==> src/rtl/snax_hwpe_regfile_pkg.sv <==
// Shared constants and types for the SNAX HWPE peripheral register file:
// register map indices, STATUS bit layout and the job FSM state encoding.
package snax_hwpe_regfile_pkg;

    localparam int unsigned RegIdxWidth = 5;

    localparam logic [RegIdxWidth-1:0] TriggerIdx = 5'd0;
    localparam logic [RegIdxWidth-1:0] StatusIdx  = 5'd1;
    localparam logic [RegIdxWidth-1:0] CfgBaseIdx = 5'd2;

    localparam int unsigned StatusBusyBit  = 0;
    localparam int unsigned StatusCntLsb   = 8;
    localparam int unsigned StatusCntWidth = 8;
    localparam int unsigned StatusIrqBit   = 16;

    typedef enum logic [1:0] {
        IDLE,
        START,
        BUSY
    } job_state_e;

    // Replace only the bytes of old_word whose byte-enable bit is set.
    function automatic logic [31:0] byte_merge(input logic [31:0] old_word,
                                               input logic [31:0] new_word,
                                               input logic [3:0]  be);
        logic [31:0] merged;
        merged = old_word;
        for (int b = 0; b < 4; b++) begin
            if (be[b]) merged[b*8 +: 8] = new_word[b*8 +: 8];
        end
        return merged;
    endfunction

endpackage

==> src/rtl/hwpe_ctrl_intf_periph.sv <==
// HWPE peripheral control bus: request channel (req/gnt) plus a response
// channel (r_valid) that has no back-pressure.
interface hwpe_ctrl_intf_periph #(
    parameter int unsigned IdWidth = 5
);
    logic               req;
    logic [31:0]        add;
    logic               wen;
    logic [3:0]         be;
    logic [31:0]        data;
    logic [IdWidth-1:0] id;
    logic               gnt;
    logic               r_valid;
    logic [31:0]        r_data;
    logic [IdWidth-1:0] r_id;

    // Handshake: a request transfers in the cycle where req && gnt; its single
    // response is r_valid exactly one cycle later and must always be accepted.
    modport master (
        output req, add, wen, be, data, id,
        input  gnt, r_valid, r_data, r_id
    );

    modport slave (
        input  req, add, wen, be, data, id,
        output gnt, r_valid, r_data, r_id
    );

endinterface

==> src/rtl/snax_hwpe_job_fsm.sv <==
// Job sequencer: IDLE -> START (one-cycle start pulse) -> BUSY until done_i,
// with an 8-bit wrapping completed-job counter.
module snax_hwpe_job_fsm
    import snax_hwpe_regfile_pkg::*;
(
    input  logic                      clk_i,
    input  logic                      rst_ni,
    input  logic                      trigger_i,
    input  logic                      done_i,
    output logic                      start_o,
    output logic                      busy_o,
    output logic [StatusCntWidth-1:0] count_o,
    output logic                      job_end_o,
    output job_state_e                state_o
);

    job_state_e                state_q, state_d;
    logic [StatusCntWidth-1:0] count_q;

    always_ff @(posedge clk_i or negedge rst_ni) begin
        if (!rst_ni) begin
            state_q <= IDLE;
            count_q <= '0;
        end else begin
            state_q <= state_d;
            if (job_end_o) count_q <= count_q + 1'b1;
        end
    end

    // done_i only matters in BUSY; a pulse seen in IDLE or START is dropped.
    always_comb begin
        state_d   = state_q;
        start_o   = 1'b0;
        busy_o    = 1'b0;
        job_end_o = 1'b0;
        case (state_q)
            IDLE: begin
                if (trigger_i) state_d = START;
            end
            START: begin
                start_o = 1'b1;
                busy_o  = 1'b1;
                state_d = BUSY;
            end
            BUSY: begin
                busy_o = 1'b1;
                if (done_i) begin
                    job_end_o = 1'b1;
                    state_d   = IDLE;
                end
            end
            default: state_d = IDLE;
        endcase
    end

    assign count_o = count_q;
    assign state_o = state_q;

endmodule

==> src/rtl/snax_hwpe_periph_regfile.sv <==
// Peripheral-bus register file for an HWPE: TRIGGER/STATUS/CONFIG map, job FSM
// and registered responses. SNAX_HWPE_REGFILE_IRQ_EN adds a sticky irq_o.
module snax_hwpe_periph_regfile
    import snax_hwpe_regfile_pkg::*;
#(
    parameter int unsigned NumRegs = 8,
    parameter int unsigned IdWidth = 5
) (
    input  logic                      clk_i,
    input  logic                      rst_ni,
    hwpe_ctrl_intf_periph.slave       periph,
    output logic [(NumRegs-2)*32-1:0] cfg_o,
    output logic                      start_o,
    output logic                      busy_o,
    input  logic                      done_i
`ifdef SNAX_HWPE_REGFILE_IRQ_EN
    ,
    output logic                      irq_o
`endif
);

    logic [RegIdxWidth-1:0]    idx;
    logic                      is_trigger, is_status, is_cfg, is_write;
    logic                      gnt, trigger, cfg_we, status_rd;
    logic [31:0]               status_word, rdata;
    logic [StatusCntWidth-1:0] job_count;
    logic                      job_end;
    job_state_e                fsm_state_unused;
    logic                      add_unused;

    logic                      r_valid_q;
    logic [31:0]               r_data_q;
    logic [IdWidth-1:0]        r_id_q;
    logic [(NumRegs-2)*32-1:0] cfg_q;

    assign idx        = periph.add[6:2];
    assign add_unused = ^{periph.add[31:7], periph.add[1:0]};
    assign is_trigger = (idx == TriggerIdx);
    assign is_status  = (idx == StatusIdx);
    assign is_cfg     = (idx >= CfgBaseIdx) && ({27'b0, idx} < NumRegs);
    assign is_write   = ~periph.wen;

    // Writes that would disturb a running job stall; everything else is granted.
    assign gnt       = periph.req & ~(is_write & (is_trigger | is_cfg) & busy_o);
    assign trigger   = gnt & is_write & is_trigger & (|periph.be);
    assign cfg_we    = gnt & is_write & is_cfg;
    assign status_rd = gnt & periph.wen & is_status;

    snax_hwpe_job_fsm i_job_fsm (
        .clk_i     (clk_i),
        .rst_ni    (rst_ni),
        .trigger_i (trigger),
        .done_i    (done_i),
        .start_o   (start_o),
        .busy_o    (busy_o),
        .count_o   (job_count),
        .job_end_o (job_end),
        .state_o   (fsm_state_unused)
    );

`ifdef SNAX_HWPE_REGFILE_IRQ_EN
    logic irq_q;

    // A completing job wins over a simultaneous clearing STATUS read.
    always_ff @(posedge clk_i or negedge rst_ni) begin
        if (!rst_ni)        irq_q <= 1'b0;
        else if (job_end)   irq_q <= 1'b1;
        else if (status_rd) irq_q <= 1'b0;
    end

    assign irq_o = irq_q;
`else
    logic status_rd_unused;
    assign status_rd_unused = status_rd;
`endif

    always_comb begin
        status_word                                 = '0;
        status_word[StatusBusyBit]                  = busy_o;
        status_word[StatusCntLsb +: StatusCntWidth] = job_count;
`ifdef SNAX_HWPE_REGFILE_IRQ_EN
        status_word[StatusIrqBit]                   = irq_q;
`endif
    end

    always_comb begin
        rdata = '0;
        if (is_status) begin
            rdata = status_word;
        end else if (is_cfg) begin
            for (int unsigned r = 0; r < NumRegs - 2; r++) begin
                if (idx == RegIdxWidth'(r + CfgBaseIdx)) rdata = cfg_q[r*32 +: 32];
            end
        end
    end

    always_ff @(posedge clk_i or negedge rst_ni) begin
        if (!rst_ni) begin
            cfg_q <= '0;
        end else if (cfg_we) begin
            for (int unsigned r = 0; r < NumRegs - 2; r++) begin
                if (idx == RegIdxWidth'(r + CfgBaseIdx)) begin
                    cfg_q[r*32 +: 32] <= byte_merge(cfg_q[r*32 +: 32], periph.data, periph.be);
                end
            end
        end
    end

    // Read data is captured from pre-update state in the grant cycle.
    always_ff @(posedge clk_i or negedge rst_ni) begin
        if (!rst_ni) begin
            r_valid_q <= 1'b0;
            r_data_q  <= '0;
            r_id_q    <= '0;
        end else begin
            r_valid_q <= gnt;
            r_data_q  <= (gnt && periph.wen) ? rdata : 32'h0;
            r_id_q    <= gnt ? periph.id : '0;
        end
    end

    assign periph.gnt     = gnt;
    assign periph.r_valid = r_valid_q;
    assign periph.r_data  = r_data_q;
    assign periph.r_id    = r_id_q;
    assign cfg_o          = cfg_q;

endmodule
==> src/flat_wrapper.sv <==
// flat-port wrapper written by rule: the top's interface ports become plain ports
module snax_hwpe_periph_regfile_flat import snax_hwpe_regfile_pkg::*;
#(
    parameter int unsigned NumRegs = 8,
    parameter int unsigned IdWidth = 5
)
  (clk_i, rst_ni, cfg_o, start_o, busy_o, done_i, periph_req, periph_add, periph_wen, periph_be, periph_data, periph_id, periph_gnt, periph_r_valid, periph_r_data, periph_r_id);
  hwpe_ctrl_intf_periph #(.IdWidth(IdWidth)) periph_i ();
  input  logic clk_i;
  input  logic rst_ni;
  output logic [(NumRegs-2)*32-1:0] cfg_o;
  output logic start_o;
  output logic busy_o;
  input  logic done_i;
  input wire logic [$bits(periph_i.req)-1:0] periph_req;
  input wire logic [$bits(periph_i.add)-1:0] periph_add;
  input wire logic [$bits(periph_i.wen)-1:0] periph_wen;
  input wire logic [$bits(periph_i.be)-1:0] periph_be;
  input wire logic [$bits(periph_i.data)-1:0] periph_data;
  input wire logic [$bits(periph_i.id)-1:0] periph_id;
  output wire logic [$bits(periph_i.gnt)-1:0] periph_gnt;
  output wire logic [$bits(periph_i.r_valid)-1:0] periph_r_valid;
  output wire logic [$bits(periph_i.r_data)-1:0] periph_r_data;
  output wire logic [$bits(periph_i.r_id)-1:0] periph_r_id;
  assign periph_i.req = periph_req;
  assign periph_i.add = periph_add;
  assign periph_i.wen = periph_wen;
  assign periph_i.be = periph_be;
  assign periph_i.data = periph_data;
  assign periph_i.id = periph_id;
  assign periph_gnt = periph_i.gnt;
  assign periph_r_valid = periph_i.r_valid;
  assign periph_r_data = periph_i.r_data;
  assign periph_r_id = periph_i.r_id;
  snax_hwpe_periph_regfile #(.NumRegs(NumRegs), .IdWidth(IdWidth)) u_core (.clk_i(clk_i), .rst_ni(rst_ni), .periph(periph_i), .cfg_o(cfg_o), .start_o(start_o), .busy_o(busy_o), .done_i(done_i));
endmodule
==> config.mk <==
export PLATFORM = sky130hd
export DESIGN_NAME = snax_hwpe_periph_regfile_flat
export DESIGN_NICKNAME = d
export VERILOG_FILES = /design/src/rtl/snax_hwpe_regfile_pkg.sv /design/src/rtl/hwpe_ctrl_intf_periph.sv /design/src/rtl/snax_hwpe_job_fsm.sv /design/src/rtl/snax_hwpe_periph_regfile.sv /design/src/flat_wrapper.sv
export SDC_FILE = /design/constraint.sdc
export NUM_CORES = 1
export LEC_CHECK = 0
export CAP_MARGIN = 20
export CORE_MARGIN = 3
export CORE_UTILIZATION = 43
export CTS_CLUSTER_DIAMETER = 120
export DETAILED_ROUTE_END_ITERATION = 10
export GPL_ROUTABILITY_DRIVEN = 0
export MAX_ROUTING_LAYER = met4
export PLACE_DENSITY = 0.88
export SYNTH_ARGS = -nofsm -noshare
export SYNTH_HDL_FRONTEND = slang
export SYNTH_SLANG_ARGS = --single-unit
==> constraint.sdc <==
create_clock -name clk_i -period 2.4 [get_ports clk_i]
set_input_delay 0.48 -clock clk_i [delete_from_list [all_inputs] [get_ports clk_i]]
set_output_delay 0.48 -clock clk_i [all_outputs]
set_load 0.01 [all_outputs]
# --- After elaboration in Yosys (flattened, before gate mapping) ---
# Cells that the tools add are included.
op_classes:
  n_addsub: 1
  reduce_logical: 31
  order_cmp: 2
  bitwise_logic: 10
  muxes: 17
  eq_ne: 11
ops:
  columns: ["cell", "n"]
  rows:
  - ["$mux 32", 9]
  - ["$reduce_and 3->1", 24]
  - ["$eq 5x3->1 const B", 4]
  - ["$eq 5x2->1 const B", 2]
  - ["$add 8x1->8 const B", 1]
  - ["$and 1x1->1", 7]
  - ["$pmux 2 s3", 1]
  - ["$eq 5x1->1 const B", 1]
  - ["$ge 5x2->1 const B", 1]
  - ["$logic_not 5->1", 1]
  - ["$lt 5x4->1 const B", 1]
  - ["$mux 5", 1]
  - ["$mux 1", 4]
  - ["$mux 2", 2]
  - ["$ne 2x2->1 const B", 2]
  - ["$reduce_or 4->1", 1]
  - ["$eq 2x1->1 const B", 1]
  - ["$eq 2x2->1 const B", 1]
  - ["$logic_and 1x1->1", 2]
  - ["$logic_not 2->1", 1]
  - ["$not 1->1", 2]
  - ["$reduce_and 2->1", 1]
  - ["$reduce_or 2->1", 1]
  - ["$or 1x1->1", 1]
totals:
  regBits: 240
  elab_cells: 101

# --- Longest topological paths before layout ---
depth:
  word_depth: 12
  mapped_depth: 7
  depth_no_buf: 6

# --- By module ---
# A second synthesis with hierarchy kept.
hier_totals:
  hier_cells: 862
  hier_area_um2: 10970.5
modules_own_cells:
  columns: ["module", "cells_each", "area_each_um2", "seq_area_each_um2", "instances"]
  rows:
  - ["snax_hwpe_periph_regfile", 822, 10478.8, 5755.5, 1]
  - ["snax_hwpe_job_fsm", 40, 491.7, 250.2, 1]

# --- Least setup slack after synthesis ---
# OpenSTA, ideal clock, no wires.
synth_path:
  path_type: "register -> register"
  start: "register u_core.i_job_fsm.state_q[0] (netlist: u_core.i_job_fsm.state_o[0])"
  end: "register u_core.cfg_q[0] (netlist: u_core.cfg_o[0])"
  path_buffers: 1
  arrival_ns: 2.319
  setup_slack_ns: -0.044
  synth_period_minus_slack_ns: 2.444
  setup_time_ns: 0.125
  required_time_ns: 2.275
  path_stages_with_launch: 8
  cell_sequence: "dfrtp_1 > inv_1 > ha_1 > or4b_1 > clkbuf_1 > nor4b_2 > nand2_1 > mux2_2"
synth_between:
  elab_chain_cells: 9
  elab_cells_between_ends: 10
synth_lines:
  columns: ["item", "line_no", "rtl"]
  rows:
  - ["start: declaration", "snax_hwpe_job_fsm.sv:17", "job_state_e state_q, state_d;"]
  - ["start signal: assignment", "snax_hwpe_job_fsm.sv:25", "state_q <= state_d;"]
  - ["$eq 2x2->1 or $eq 2x1->1 (tied branches)", "snax_hwpe_job_fsm.sv:36", "case (state_q)"]
  - ["$reduce_or 2->1 (no source line) *", null, null]
  - ["$mux 1 *", "snax_hwpe_job_fsm.sv:36", null]
  - ["via busy_o", "flat_wrapper.sv:13", "output logic busy_o;"]
  - ["$and 1x1->1 *", "snax_hwpe_periph_regfile.sv:44", "assign gnt = periph.req & ~(is_write & (is_trigger | is_cfg) & busy_o);"]
  - ["$not 1->1 *", "snax_hwpe_periph_regfile.sv:44", null]
  - ["$and 1x1->1 *", "snax_hwpe_periph_regfile.sv:44", null]
  - ["$and 1x1->1 * (2 in series)", "snax_hwpe_periph_regfile.sv:46", "assign cfg_we = gnt & is_write & is_cfg;"]
  - ["$reduce_and 3->1 (no source line) *", null, null]
  - ["end signal: indexed assignment", "snax_hwpe_periph_regfile.sv:103", "cfg_q[r*32 +: 32] <= byte_merge(cfg_q[r*32 +: 32], periph.data, periph.be);"]
  - ["end: declaration", "snax_hwpe_periph_regfile.sv:34", "logic [(NumRegs-2)*32-1:0] cfg_q;"]
# Mark *: on every way through the listed nets, which the timed path passes. The rest lies on a longest branch.
# A chain may end at the register's enable or synchronous reset.

# --- Worst setup path after layout ---
layout_path:
  start: "register u_core.i_job_fsm.state_q[1] (netlist: u_core.i_job_fsm.state_o[1])"
  end: "register u_core.cfg_q[8] (netlist: u_core.cfg_o[8])"
layout_between:
  elab_chain_cells: 9
  elab_cells_between_ends: 10
layout_lines:
  columns: ["item", "line_no"]
  rows:
  - ["$eq 2x2->1 or $eq 2x1->1 (tied branches)", "snax_hwpe_job_fsm.sv:36"]
  - ["$reduce_or 2->1 (no source line) *", null]
  - ["$mux 1 *", "snax_hwpe_job_fsm.sv:36"]
  - ["$and 1x1->1 *", "snax_hwpe_periph_regfile.sv:44"]
  - ["$not 1->1 *", "snax_hwpe_periph_regfile.sv:44"]
  - ["$and 1x1->1 *", "snax_hwpe_periph_regfile.sv:44"]
  - ["$and 1x1->1 * (2 in series)", "snax_hwpe_periph_regfile.sv:46"]
  - ["$reduce_and 3->1 (no source line) *", null]
# Mark *: on every way between the ends. The rest lies on a longest branch, timed or not.

==> flow_summary_export.csv <==
group,metric,value,unit
run_status,status,"complete, but fails checks",
run_status,violations,"setup timing",
die,core.rowCount,56,
power_and_ir_drop,seqPwrFrac,41.6,%
timing,hold-worst-slack,506,ps
placement,placedCellCount,1446,
job,maxCapViolCount,0,
global_routing,grt_pass1_vias,8860,
synthesis,synth-seq-area-share,57.8,%
detailed_routing,first_pass_iters,4,
global_routing,overflow,0,
synthesis,synth.distinct_cells,43,
hold_path,whs_path_depth,2,
die,die_area,26000,um2
setup_path,critPathKind,"reg2reg",
clocking,cts-buffers-inserted,26,
clocking,cts_tree,"built",
finish,area_delta_synth_final,49.3,%
finish,utilization,65.7,%
setup_path,rr_endpoint,"u_core.cfg_o[8]",
clocking,cts_buffer_depth,3,
timing,setup_ws,-138,ps
setup_path,cp-start-kind,"flip-flop",
synthesis,synthesis.area,10400,um2
global_routing,antenna_found_initial,3,
timing,setup_viol,76,
die,fp.dieW,161,um
detailed_routing,vias,8311,
clocking,cts.sinks,240,
setup_path,endpoint_kind,"flip-flop",
power_and_ir_drop,intPower,8.67,mW
finish,layout-drive-gt1-share,32.3,%
synthesis,ys_seq_elements,240,
detailed_routing,via_per_inst,5.55,
timing,fmax,0.394,GHz
power_and_ir_drop,p_comb_share,22.4,%
power_and_ir_drop,pwr-share-clk,36.0,%
synthesis,netlist_instances,807,
timing,period_minus_slack,2540,ps
clocking,clk_pin_slew_worst_paths,60,ps
synthesis,postSynth.asyncResetShare,100,%
power_and_ir_drop,switching_share,26.7,%
finish,layout_commonest_cell,"clkdlybuf4s50_1",
finish,most-common-layout-cells,"clkdlybuf4s50_1, dfrtp_1, mux2_2",
die,initial_core_util,44.0,%
synthesis,synth.avg_cell_area,12.9,um2
global_routing,grt_pass1_wl,52.5,mm
timing,tightest_slew,676,ps
timing,relSlewSlack,54.7,%
setup_path,crit_start,"u_core.i_job_fsm.state_o[1]",
die,die_y,161,um
detailed_routing,drt_iter0_markers,424,
timing,slew_violations,0,
setup_path,required,2800,ps
setup_path,path_max_fanout,8,
detailed_routing,drc,0,
die,ios,311,
hold_path,hold_class,"in2reg",
power_and_ir_drop,p_switching,3.15,mW
synthesis,syn_nets,890,
setup_path,reg2reg_setup_slack,-140,ps
finish,nets,1239,
timing,rsz0062_at_grt,"true",
global_routing,track_usage,26.6,%
synthesis,synth_edf_count,0,
setup_path,crit_end,"u_core.cfg_o[8]",
placement,dpl.hpwl,23.2,mm
clocking,h-tree-depth,1,
setup_path,worstPathArrival,2940,ps
timing,finalClockSkew,17.9,ps
die,fp.coreArea,23600,um2
power_and_ir_drop,power_density,762,nW/um2
detailed_routing,ant_nets,0,
setup_path,ff2ff_path_depth,9,
placement,io_buffers,283,
detailed_routing,avgRoutedWirePerCell,22.9,um
clocking,cts_root_buffer,"clkbuf_16",
power_and_ir_drop,totalPowerFinal,11.8,mW
synthesis,synth-main-ff-cell,"dfrtp_1",
clocking,clk_latency,530,ps
power_and_ir_drop,p_leak,7.08,nW
global_routing,grt_max_degree,72,
setup_path,r2r_start,"u_core.i_job_fsm.state_o[1]",
synthesis,ys.warnings.count,0,
power_and_ir_drop,irDropWorstVdd,553,uV
finish,instances_no_fill,1497,
detailed_routing,wl,34.3,mm
timing,hold_viol,0,
timing,final.period_utilization,106,%
==> worst min path at each step <==
stage	slack [ps]	end	startpoint
global route	510	u_core.periph.r_id[4]	periph_id[4]
finish	510	u_core.periph.r_id[3]	periph_id[3]
global placement	470	u_core.cfg_o[164]	rst_ni
detailed placement	480	u_core.cfg_o[164]	rst_ni
floorplan	180	u_core.cfg_o[0]	rst_ni
CTS	490	u_core.periph.r_id[3]	periph_id[3]
==> logic make-up (layout without fill, tap and decap cells) <==
kind of cell,Yosys count,in the layout,synth area share [%]
XOR/XNOR,7,7,0.591
adder cells (fa/ha/maj),5,5,0.603
AO/OA/AOI/OAI,163,163,10.8
flip-flops,240,240,57.8
AND/OR/NAND/NOR,140,140,6.31
buffers and inverters,48,416,1.74
multiplexers,204,204,22.1
other,0,3,0
==> metal layers <==
layer	global-route usage (%)	vias up	routed length, um
met5	-	-	0
met3	6.10	79	2360
li1	-	3663	-
met4	9.19	0	1330
met1	33.1	4223	13800
met2	43.3	346	16800
==> registers in the layout, indices dropped and copies added (netlist names) <==
signal	count
u_core.cfg_o	192
u_core.periph.r_data	32
u_core.i_job_fsm.count_o	8
u_core.periph.r_id	5
u_core.i_job_fsm.state_o	2
u_core.periph.r_valid	1
==> cell type report <==
class | count | area [um2]
inverter | 7 | 26.3
clock buffer | 31 | 701
sequential | 240 | 6010
fill | 1721 | 8110
antenna | 3 | 7.51
timing repair buffer | 362 | 3690
clock inverter | 16 | 221
tap | 319 | 399
multi-input combinational | 519 | 4450
==> cell usage after synthesis (7+ instances only) <==
master    instances  area, um2
a21oi_1          23        115
a221oi_1         23        201
a22oi_1          10       75.1
a31o_2           22        193
and2_1            7       43.8
clkbuf_1         36        135
dfrtp_1         240       6010
inv_1             7       26.3
mux2_1           13        146
mux2_2          190       2140
nand2_1          90        338
nand2b_1          9       56.3
nor3_1            8       40.0
o2111a_1          7       78.8
o211ai_1         14        105
o21ai_0          54        270
==> stage by stage <==
step | worst slack, ps | setup TNS (ps) | area, um2
6_report | -138 | -4670 | 15500
4_1_cts | -145 | -7560 | 15400
3_3_place_gp | -388 | -45160 | 14300
3_5_place_dp | -412 | -42300 | 14300
2_1_floorplan | -44.1 | -1510 | 10400
5_1_grt | -184 | -15220 | 15500
==> critical path, stage by stage, from the launching register on <==
cell and delay [ps]:
dfrtp_1 400, inv_2 90, ha_4 210, buf_6 120
or4b_4 480, buf_8 160, nor4b_4 280, buf_6 240
nand2_8 110, mux2_4 320
==> what timing repair did <==
action | CTS | global route
setup endpoints to repair | 97 | 193
gates resized for setup | 56 | 25
gates cloned | 0 | 0
hold buffers | 1 | 0
endpoints found under the hold margin | 59 | 0
pin swaps | 2 | 3
buffers inserted | 3 | 1
==> power by group through the flow <==
stage / Clock (mW) / Sequential, mW / Combinational [mW]
2_1_floorplan: 0 / 5.08 / 0.793
3_3_place_gp: 0 / 4.93 / 2.44
3_5_place_dp: 0 / 4.96 / 2.50
4_1_cts: 4.32 / 4.90 / 2.60
5_1_grt: 4.46 / 4.97 / 2.81
6_report: 4.26 / 4.91 / 2.65
Power figures use the tool's default switching activity.
